===== src/rtl/uart_pkg.sv =====
// Shared UART definitions: frame states, parity types, legal oversampling ratios
// and small helpers used by the receiver datapath.
package uart_pkg;

    typedef enum logic [2:0] {
        ST_IDLE   = 3'd0,
        ST_START  = 3'd1,
        ST_DATA   = 3'd2,
        ST_PARITY = 3'd3,
        ST_STOP   = 3'd4
    } uart_state_e;

    localparam logic PAR_EVEN = 1'b0;
    localparam logic PAR_ODD  = 1'b1;

    localparam logic [5:0] PRESCALE_8  = 6'd8;
    localparam logic [5:0] PRESCALE_16 = 6'd16;
    localparam logic [5:0] PRESCALE_32 = 6'd32;

    // Any ratio other than 16 or 32 falls back to 8.
    function automatic logic [5:0] legal_prescale(input logic [5:0] p);
        logic [5:0] r;
        case (p)
            PRESCALE_16: r = PRESCALE_16;
            PRESCALE_32: r = PRESCALE_32;
            default:     r = PRESCALE_8;
        endcase
        return r;
    endfunction

    function automatic logic maj3(input logic [2:0] s);
        return (s[0] & s[1]) | (s[0] & s[2]) | (s[1] & s[2]);
    endfunction

endpackage


===== src/rtl/uart_rx_sampler.sv =====
// Per-bit oversampling counter with three mid-bit samples and a 2-of-3 vote.
// edge_cnt always equals the index of the current clock edge within the bit.
module uart_rx_sampler
    import uart_pkg::*;
(
    input  logic       clk_i,
    input  logic       rst_i,
    input  logic       start_i,
    input  logic       active_i,
    input  logic [5:0] prescale_i,
    input  logic       rx_i,
    output logic       sampled_bit_o,
    output logic       bit_done_o,
    output logic       sample_valid_o
);

    logic [5:0] edge_cnt_q;
    logic [5:0] edge_cnt_d;
    logic [2:0] smp_q;
    logic [2:0] smp_d;
    logic [5:0] half_s;
    logic [5:0] last_s;

    assign half_s = {1'b0, prescale_i[5:1]};
    assign last_s = prescale_i - 6'd1;

    // Next edge count and sample capture.
    always_comb begin
        edge_cnt_d = edge_cnt_q;
        smp_d      = smp_q;
        if (start_i) begin
            // The detect edge itself was edge 0 of the start bit.
            edge_cnt_d = 6'd1;
        end else if (active_i) begin
            if (edge_cnt_q == last_s) begin
                edge_cnt_d = 6'd0;
            end else begin
                edge_cnt_d = edge_cnt_q + 6'd1;
            end
        end else begin
            edge_cnt_d = 6'd0;
        end

        if (active_i) begin
            if (edge_cnt_q == half_s - 6'd1) begin
                smp_d[0] = rx_i;
            end else if (edge_cnt_q == half_s) begin
                smp_d[1] = rx_i;
            end else if (edge_cnt_q == half_s + 6'd1) begin
                smp_d[2] = rx_i;
            end else begin
                smp_d = smp_q;
            end
        end else begin
            smp_d = smp_q;
        end
    end

    // Counter and sample registers.
    always_ff @(posedge clk_i) begin
        if (rst_i) begin
            edge_cnt_q <= 6'd0;
            smp_q      <= 3'b000;
        end else begin
            edge_cnt_q <= edge_cnt_d;
            smp_q      <= smp_d;
        end
    end

    assign sampled_bit_o  = maj3(smp_q);
    assign bit_done_o     = active_i && (edge_cnt_q == last_s);
    assign sample_valid_o = active_i && (edge_cnt_q >= half_s + 6'd2);

endmodule


===== src/rtl/uart_rx.sv =====
// UART receiver: frame FSM, LSB-first deserializer, parity and stop checks.
// Configuration is captured at each frame start so mid-frame changes are ignored.
module uart_rx
    import uart_pkg::*;
#(
    parameter int DATA_WIDTH = 8
) (
    input  logic                  CLK,
    input  logic                  RST,
    input  logic                  RX_IN,
    input  logic [5:0]            PRESCALE,
    input  logic                  PAR_EN,
    input  logic                  PAR_TYP,
    output logic [DATA_WIDTH-1:0] P_DATA,
    output logic                  DATA_VALID,
    output logic                  PAR_ERR,
    output logic                  STP_ERR
);

    localparam int CW = (DATA_WIDTH > 1) ? $clog2(DATA_WIDTH) : 1;
    localparam logic [CW-1:0] LAST_BIT = CW'(DATA_WIDTH - 1);

    localparam logic [2:0] S_IDLE   = ST_IDLE;
    localparam logic [2:0] S_START  = ST_START;
    localparam logic [2:0] S_DATA   = ST_DATA;
    localparam logic [2:0] S_PARITY = ST_PARITY;
    localparam logic [2:0] S_STOP   = ST_STOP;

    logic [2:0]            state_q,   state_d;
    logic [CW-1:0]         bit_cnt_q, bit_cnt_d;
    logic [DATA_WIDTH-1:0] shift_q,   shift_d;
    logic                  par_err_q, par_err_d;
    logic [5:0]            p_q,       p_d;
    logic                  par_en_q,  par_en_d;
    logic                  par_typ_q, par_typ_d;
    logic [DATA_WIDTH-1:0] p_data_q,  p_data_d;
    logic                  dv_q,      dv_d;
    logic                  pe_q,      pe_d;
    logic                  se_q,      se_d;

    logic frame_start_s;
    logic sampled_bit_s;
    logic bit_done_s;
    logic sample_valid_s;
    logic bit_end_s;
    logic exp_par_s;
    logic stp_bad_s;

    uart_rx_sampler u_sampler (
        .clk_i          (CLK),
        .rst_i          (RST),
        .start_i        (frame_start_s),
        .active_i       (state_q != S_IDLE),
        .prescale_i     (p_q),
        .rx_i           (RX_IN),
        .sampled_bit_o  (sampled_bit_s),
        .bit_done_o     (bit_done_s),
        .sample_valid_o (sample_valid_s)
    );

    assign bit_end_s = bit_done_s & sample_valid_s;
    assign exp_par_s = (^shift_q) ^ (par_typ_q == PAR_ODD);
    assign stp_bad_s = ~sampled_bit_s;

    // Frame sequencing, deserializing and error evaluation.
    always_comb begin
        state_d       = state_q;
        bit_cnt_d     = bit_cnt_q;
        shift_d       = shift_q;
        par_err_d     = par_err_q;
        p_d           = p_q;
        par_en_d      = par_en_q;
        par_typ_d     = par_typ_q;
        p_data_d      = p_data_q;
        dv_d          = 1'b0;
        pe_d          = 1'b0;
        se_d          = 1'b0;
        frame_start_s = 1'b0;

        case (state_q)
            S_IDLE: begin
                if (!RX_IN) begin
                    frame_start_s = 1'b1;
                end else begin
                    state_d = S_IDLE;
                end
            end
            S_START: begin
                if (bit_end_s) begin
                    state_d = sampled_bit_s ? S_IDLE : S_DATA;
                end else begin
                    state_d = S_START;
                end
            end
            S_DATA: begin
                if (bit_end_s) begin
                    shift_d = {sampled_bit_s, shift_q[DATA_WIDTH-1:1]};
                    if (bit_cnt_q == LAST_BIT) begin
                        bit_cnt_d = {CW{1'b0}};
                        state_d   = par_en_q ? S_PARITY : S_STOP;
                    end else begin
                        bit_cnt_d = bit_cnt_q + {{(CW-1){1'b0}}, 1'b1};
                    end
                end else begin
                    state_d = S_DATA;
                end
            end
            S_PARITY: begin
                if (bit_end_s) begin
                    par_err_d = (sampled_bit_s != exp_par_s);
                    state_d   = S_STOP;
                end else begin
                    state_d = S_PARITY;
                end
            end
            S_STOP: begin
                if (bit_end_s) begin
                    pe_d = par_err_q;
                    se_d = stp_bad_s;
                    if (!par_err_q && !stp_bad_s) begin
                        dv_d     = 1'b1;
                        p_data_d = shift_q;
                    end else begin
                        p_data_d = p_data_q;
                    end
                    // A low line on the final stop edge is already the next start bit.
                    if (!RX_IN) begin
                        frame_start_s = 1'b1;
                    end else begin
                        state_d = S_IDLE;
                    end
                end else begin
                    state_d = S_STOP;
                end
            end
            default: begin
                state_d = S_IDLE;
            end
        endcase

        if (frame_start_s) begin
            state_d   = S_START;
            bit_cnt_d = {CW{1'b0}};
            par_err_d = 1'b0;
            p_d       = legal_prescale(PRESCALE);
            par_en_d  = PAR_EN;
            par_typ_d = PAR_TYP;
        end else begin
            par_typ_d = par_typ_q;
        end
    end

    // State, datapath and registered outputs.
    always_ff @(posedge CLK) begin
        if (RST) begin
            state_q   <= S_IDLE;
            bit_cnt_q <= {CW{1'b0}};
            shift_q   <= {DATA_WIDTH{1'b0}};
            par_err_q <= 1'b0;
            p_q       <= PRESCALE_8;
            par_en_q  <= 1'b0;
            par_typ_q <= PAR_EVEN;
            p_data_q  <= {DATA_WIDTH{1'b0}};
            dv_q      <= 1'b0;
            pe_q      <= 1'b0;
            se_q      <= 1'b0;
        end else begin
            state_q   <= state_d;
            bit_cnt_q <= bit_cnt_d;
            shift_q   <= shift_d;
            par_err_q <= par_err_d;
            p_q       <= p_d;
            par_en_q  <= par_en_d;
            par_typ_q <= par_typ_d;
            p_data_q  <= p_data_d;
            dv_q      <= dv_d;
            pe_q      <= pe_d;
            se_q      <= se_d;
        end
    end

    assign P_DATA     = p_data_q;
    assign DATA_VALID = dv_q;
    assign PAR_ERR    = pe_q;
    assign STP_ERR    = se_q;

endmodule


===== config.mk =====
export PLATFORM = sky130hd
export DESIGN_NAME = uart_rx
export DESIGN_NICKNAME = d
export VERILOG_FILES = /design/src/rtl/uart_pkg.sv /design/src/rtl/uart_rx_sampler.sv /design/src/rtl/uart_rx.sv
export SDC_FILE = /design/constraint.sdc
export NUM_CORES = 1
export LEC_CHECK = 0
export ABC_AREA = 1
export BUFFER_PORTS_ARGS = -buffer_cell sky130_fd_sc_hd__buf_2
export CAP_MARGIN = 10
export CORE_MARGIN = 2
export CORE_UTILIZATION = 40
export CTS_BUF_LIST = sky130_fd_sc_hd__clkbuf_4
export DETAILED_ROUTE_END_ITERATION = 10
export SETUP_SLACK_MARGIN = 0.5
export SLEW_MARGIN = 10
export SYNTH_ARGS = -nofsm -noshare
export SYNTH_HDL_FRONTEND = slang
export SYNTH_SLANG_ARGS = --single-unit

===== constraint.sdc =====
create_clock -name CLK -period 3.05 [get_ports CLK]
set_input_delay 0.61 -clock CLK [delete_from_list [all_inputs] [get_ports CLK]]
set_output_delay 0.61 -clock CLK [all_outputs]
set_load 0.01 [all_outputs]

==> impl_metrics.ini <==
[run_status]
outcome = complete, no violations

[synth]
syn-instance-count = 296
synth.most_common_cell = nand2_1
synth_top_area_cell = dfxtp_1
synth.cell_area_um2 = 2150
synth_fp_nets = 317
syn_area_per_cell_um2 = 7.26
synth_seq_cells = 40
netlist.area_leader.share = 0.373
ys.flop_type = dfxtp_1
ys_seq_area_frac = 0.373
ys_warn_count = 0
synth_commonest_cells = 53 x nand2_1, 40 x dfxtp_1, 40 x nor2_1
synth-edff-count = 0
synthArstFlopShare = 0
synthDistinctLibCells = 29
synth.area.top_cells = dfxtp_1 37%, nand2_1 9.3%, nor2_1 7.0%

[hold_path]
hold_end = u_sampler.smp_q[2]
min_from = u_sampler.smp_q[2]
hold_depth = 2
hp-class = reg -> reg

[placement]
io_buffers = 21
dp_hpwl_mm = 3.39
placed_area_um2 = 2320
place.gp.congestion = 0.865
place_ws_ns = 0.873

[floorplan]
row_count = 26
die_width_um = 77.3
core_um2 = 5140
start_util = 0.418
die_area_um2 = 5980
die_y_um = 77.3
io_pins = 22

[route]
routedWlPerCell_um = 11.5
drc_errors = 0
first_pass_iters = 4
routed_wl_mm = 4.51
drt_iter0_markers = 173
ant_nets = 0
vias_per_cell = 4.98
vias = 1946

[clock_network]
post_cts.repair.setup_buffers = 0
clkLatencyLatePin_ns = 0.36
cts_hold_buf = 0
htree_levels = 2
cts_resized = 0
cts_sinks = 40
root_buffer = clkbuf_4
path_clk_slew_ns = 0.13
cts_tree = done
numCtsBuffers = 5
cts_max_path_buffers = 2

[setup_path]
cp.arrival_ns = 2.49
r2r-end = shift_q[6]
r2r-start = p_q[3]
timing.critical_path.buf_inv = 2
reg2reg_slack_ns = 0.80
critical_path_class = reg -> reg
crit_path_start_kind = register
end_kind = register
cp_data_required_time_ns = 3.30
critical_path.top_delay_family = simple AND/OR/NAND/NOR gates
worstPathMaxFanout = 14
crit_path_max_incr_delay_ns = 0.40
cp_cell_sequence = inv_1, ha_1, nor2_1, nor2_1, nand3_1, nor2_4, nand2_4, inv_2, nand2_1, nand2_1, a21oi_1
crit_slowest_cell = dfxtp_1
ff2ff_path_depth = 11

[grt]
grt_use_total = 0.167
overflow = 0
grt_pass1_vias = 1790
grt_max_degree = 17
grt_first_pass_wirelength_mm = 8.07
grt_antenna_before_repair = 0

[timing]
fmax_mhz = 445
timing.final.crit_share = 0.736
setup_violations = 0
worst_clock_skew_ns = 0.0126
period_needed_ns = 2.25
setup_tns_ns = 0
whs_ns = 0.467
drv_slew = 0
relSlewSlack = 0.698
fin_ws_ns = 0.805
rsz0062_at_grt = false
hold_violations = 0
tightest_slew_ns = 0.453

[power]
power.density_nw_per_um2 = 376
vdd_ir_drop_max_mv = 0.158
p_leak_uw = 0.00110

[cells_and_area]
finalNetCount = 341
syn_to_final_growth_pct = 10.7
design_area_um2 = 2380
antennaDiodeCount = 0
drive_gt1_frac = 0.168

[run]
cap_viol_max_count = 0
==> how the worst max path moves through the flow <==
| stage | startpoint | end | depth (start not counted) |
|---|---|---|---|
| final | p_q[3] | shift_q[6] | 11 |
| after global routing | p_q[3] | shift_q[6] | 11 |
| after CTS | p_q[3] | shift_q[6] | 11 |
| after detailed placement | p_q[3] | shift_q[1] | 11 |
| after global placement | p_q[3] | shift_q[7] | 11 |
| after floorplan | p_q[3] | P_DATA[0] | 11 |
==> state kept, by name (all words and copies together) (netlist names), 3 cells and up <==
register	flops
u_sampler.edge_cnt_q	6
state_q	3
bit_cnt_q	3
p_q	3
shift_q	8
P_DATA	8
u_sampler.smp_q	3
==> where the power goes <==
| part | switching [uW] | internal, uW | total [uW] | leakage, uW |
|---|---|---|---|---|
| Clock | 186 | 86.9 | 273 | 0.0000249 |
| Combinational | 53.8 | 30.1 | 84.0 | 0.000749 |
| Sequential | 8.07 | 530 | 538 | 0.000324 |
| Total | 248 | 647 | 895 | 0.00110 |
==> per-layer routing <==
metal | up-vias | wire length (um) | GRT usage | share of wire
met5 | - | 0 | 0 | 0
met4 | 0 | 63 | 0.0643 | 0.014
met3 | 5 | 225 | 0.0353 | 0.050
met2 | 58 | 1970 | 0.258 | 0.44
met1 | 877 | 2250 | 0.228 | 0.50
li1 | 1006 | - | - | -
==> area by class of cell <==
| cell class | count | area (um2) |
|---|---|---|
| fill | 544 | 2760 |
| multi-input combinational | 214 | 1180 |
| sequential | 40 | 801 |
| inverter | 36 | 135 |
| timing repair buffer | 23 | 120 |
| tap | 70 | 87.6 |
| clock buffer | 5 | 37.5 |
| clock inverter | 3 | 18.8 |
==> cells in the final DEF, fill, tap and decap left out, drive strengths merged <==
master    netlist  layout
nand3          26      26
nor3            8       8
dfxtp          40      40
nand4          11      11
clkinv          0       1
o21ai          12      12
xnor2           6       6
or2             2       2
o31ai           1       1
clkbuf          4       5
inv            36      36
nor4            1       1
a21oi          21      21
a31oi           1       1
ha             10      10
clkinvlp        0       2
xor2            8       8
nor2           46      46
buf             2      23
nand2          61      61
==> kinds of logic after synthesis <==
group                      Yosys count  synth area share
AOI/OAI and AO/OA                   35            0.0867
xor gates and xnor gates            14            0.0570
adders and majority gates           10            0.0582
buffers and inverters               42            0.0786
DFF                                 40             0.373
and+or+nand+nor                    155             0.347
==> worst reg2reg max path: cells and delay by family (launching register included) <==
family,cells,cell delay (ns)
compound gates,1,0.07
fa+ha+maj,1,0.34
buf+inv,2,0.31
flops,1,0.40
simple gates,7,1.00
==> stage by stage <==
step | cells | util | power, uW
detailed placement | 383 | 0.452 | 634
floorplan | 296 | - | 609
global route | 391 | 0.463 | 948
global placement | 383 | 0.452 | 633
finish | 391 | 0.463 | 895
CTS | 391 | 0.463 | 908
(Power assumes the default switching activity.)
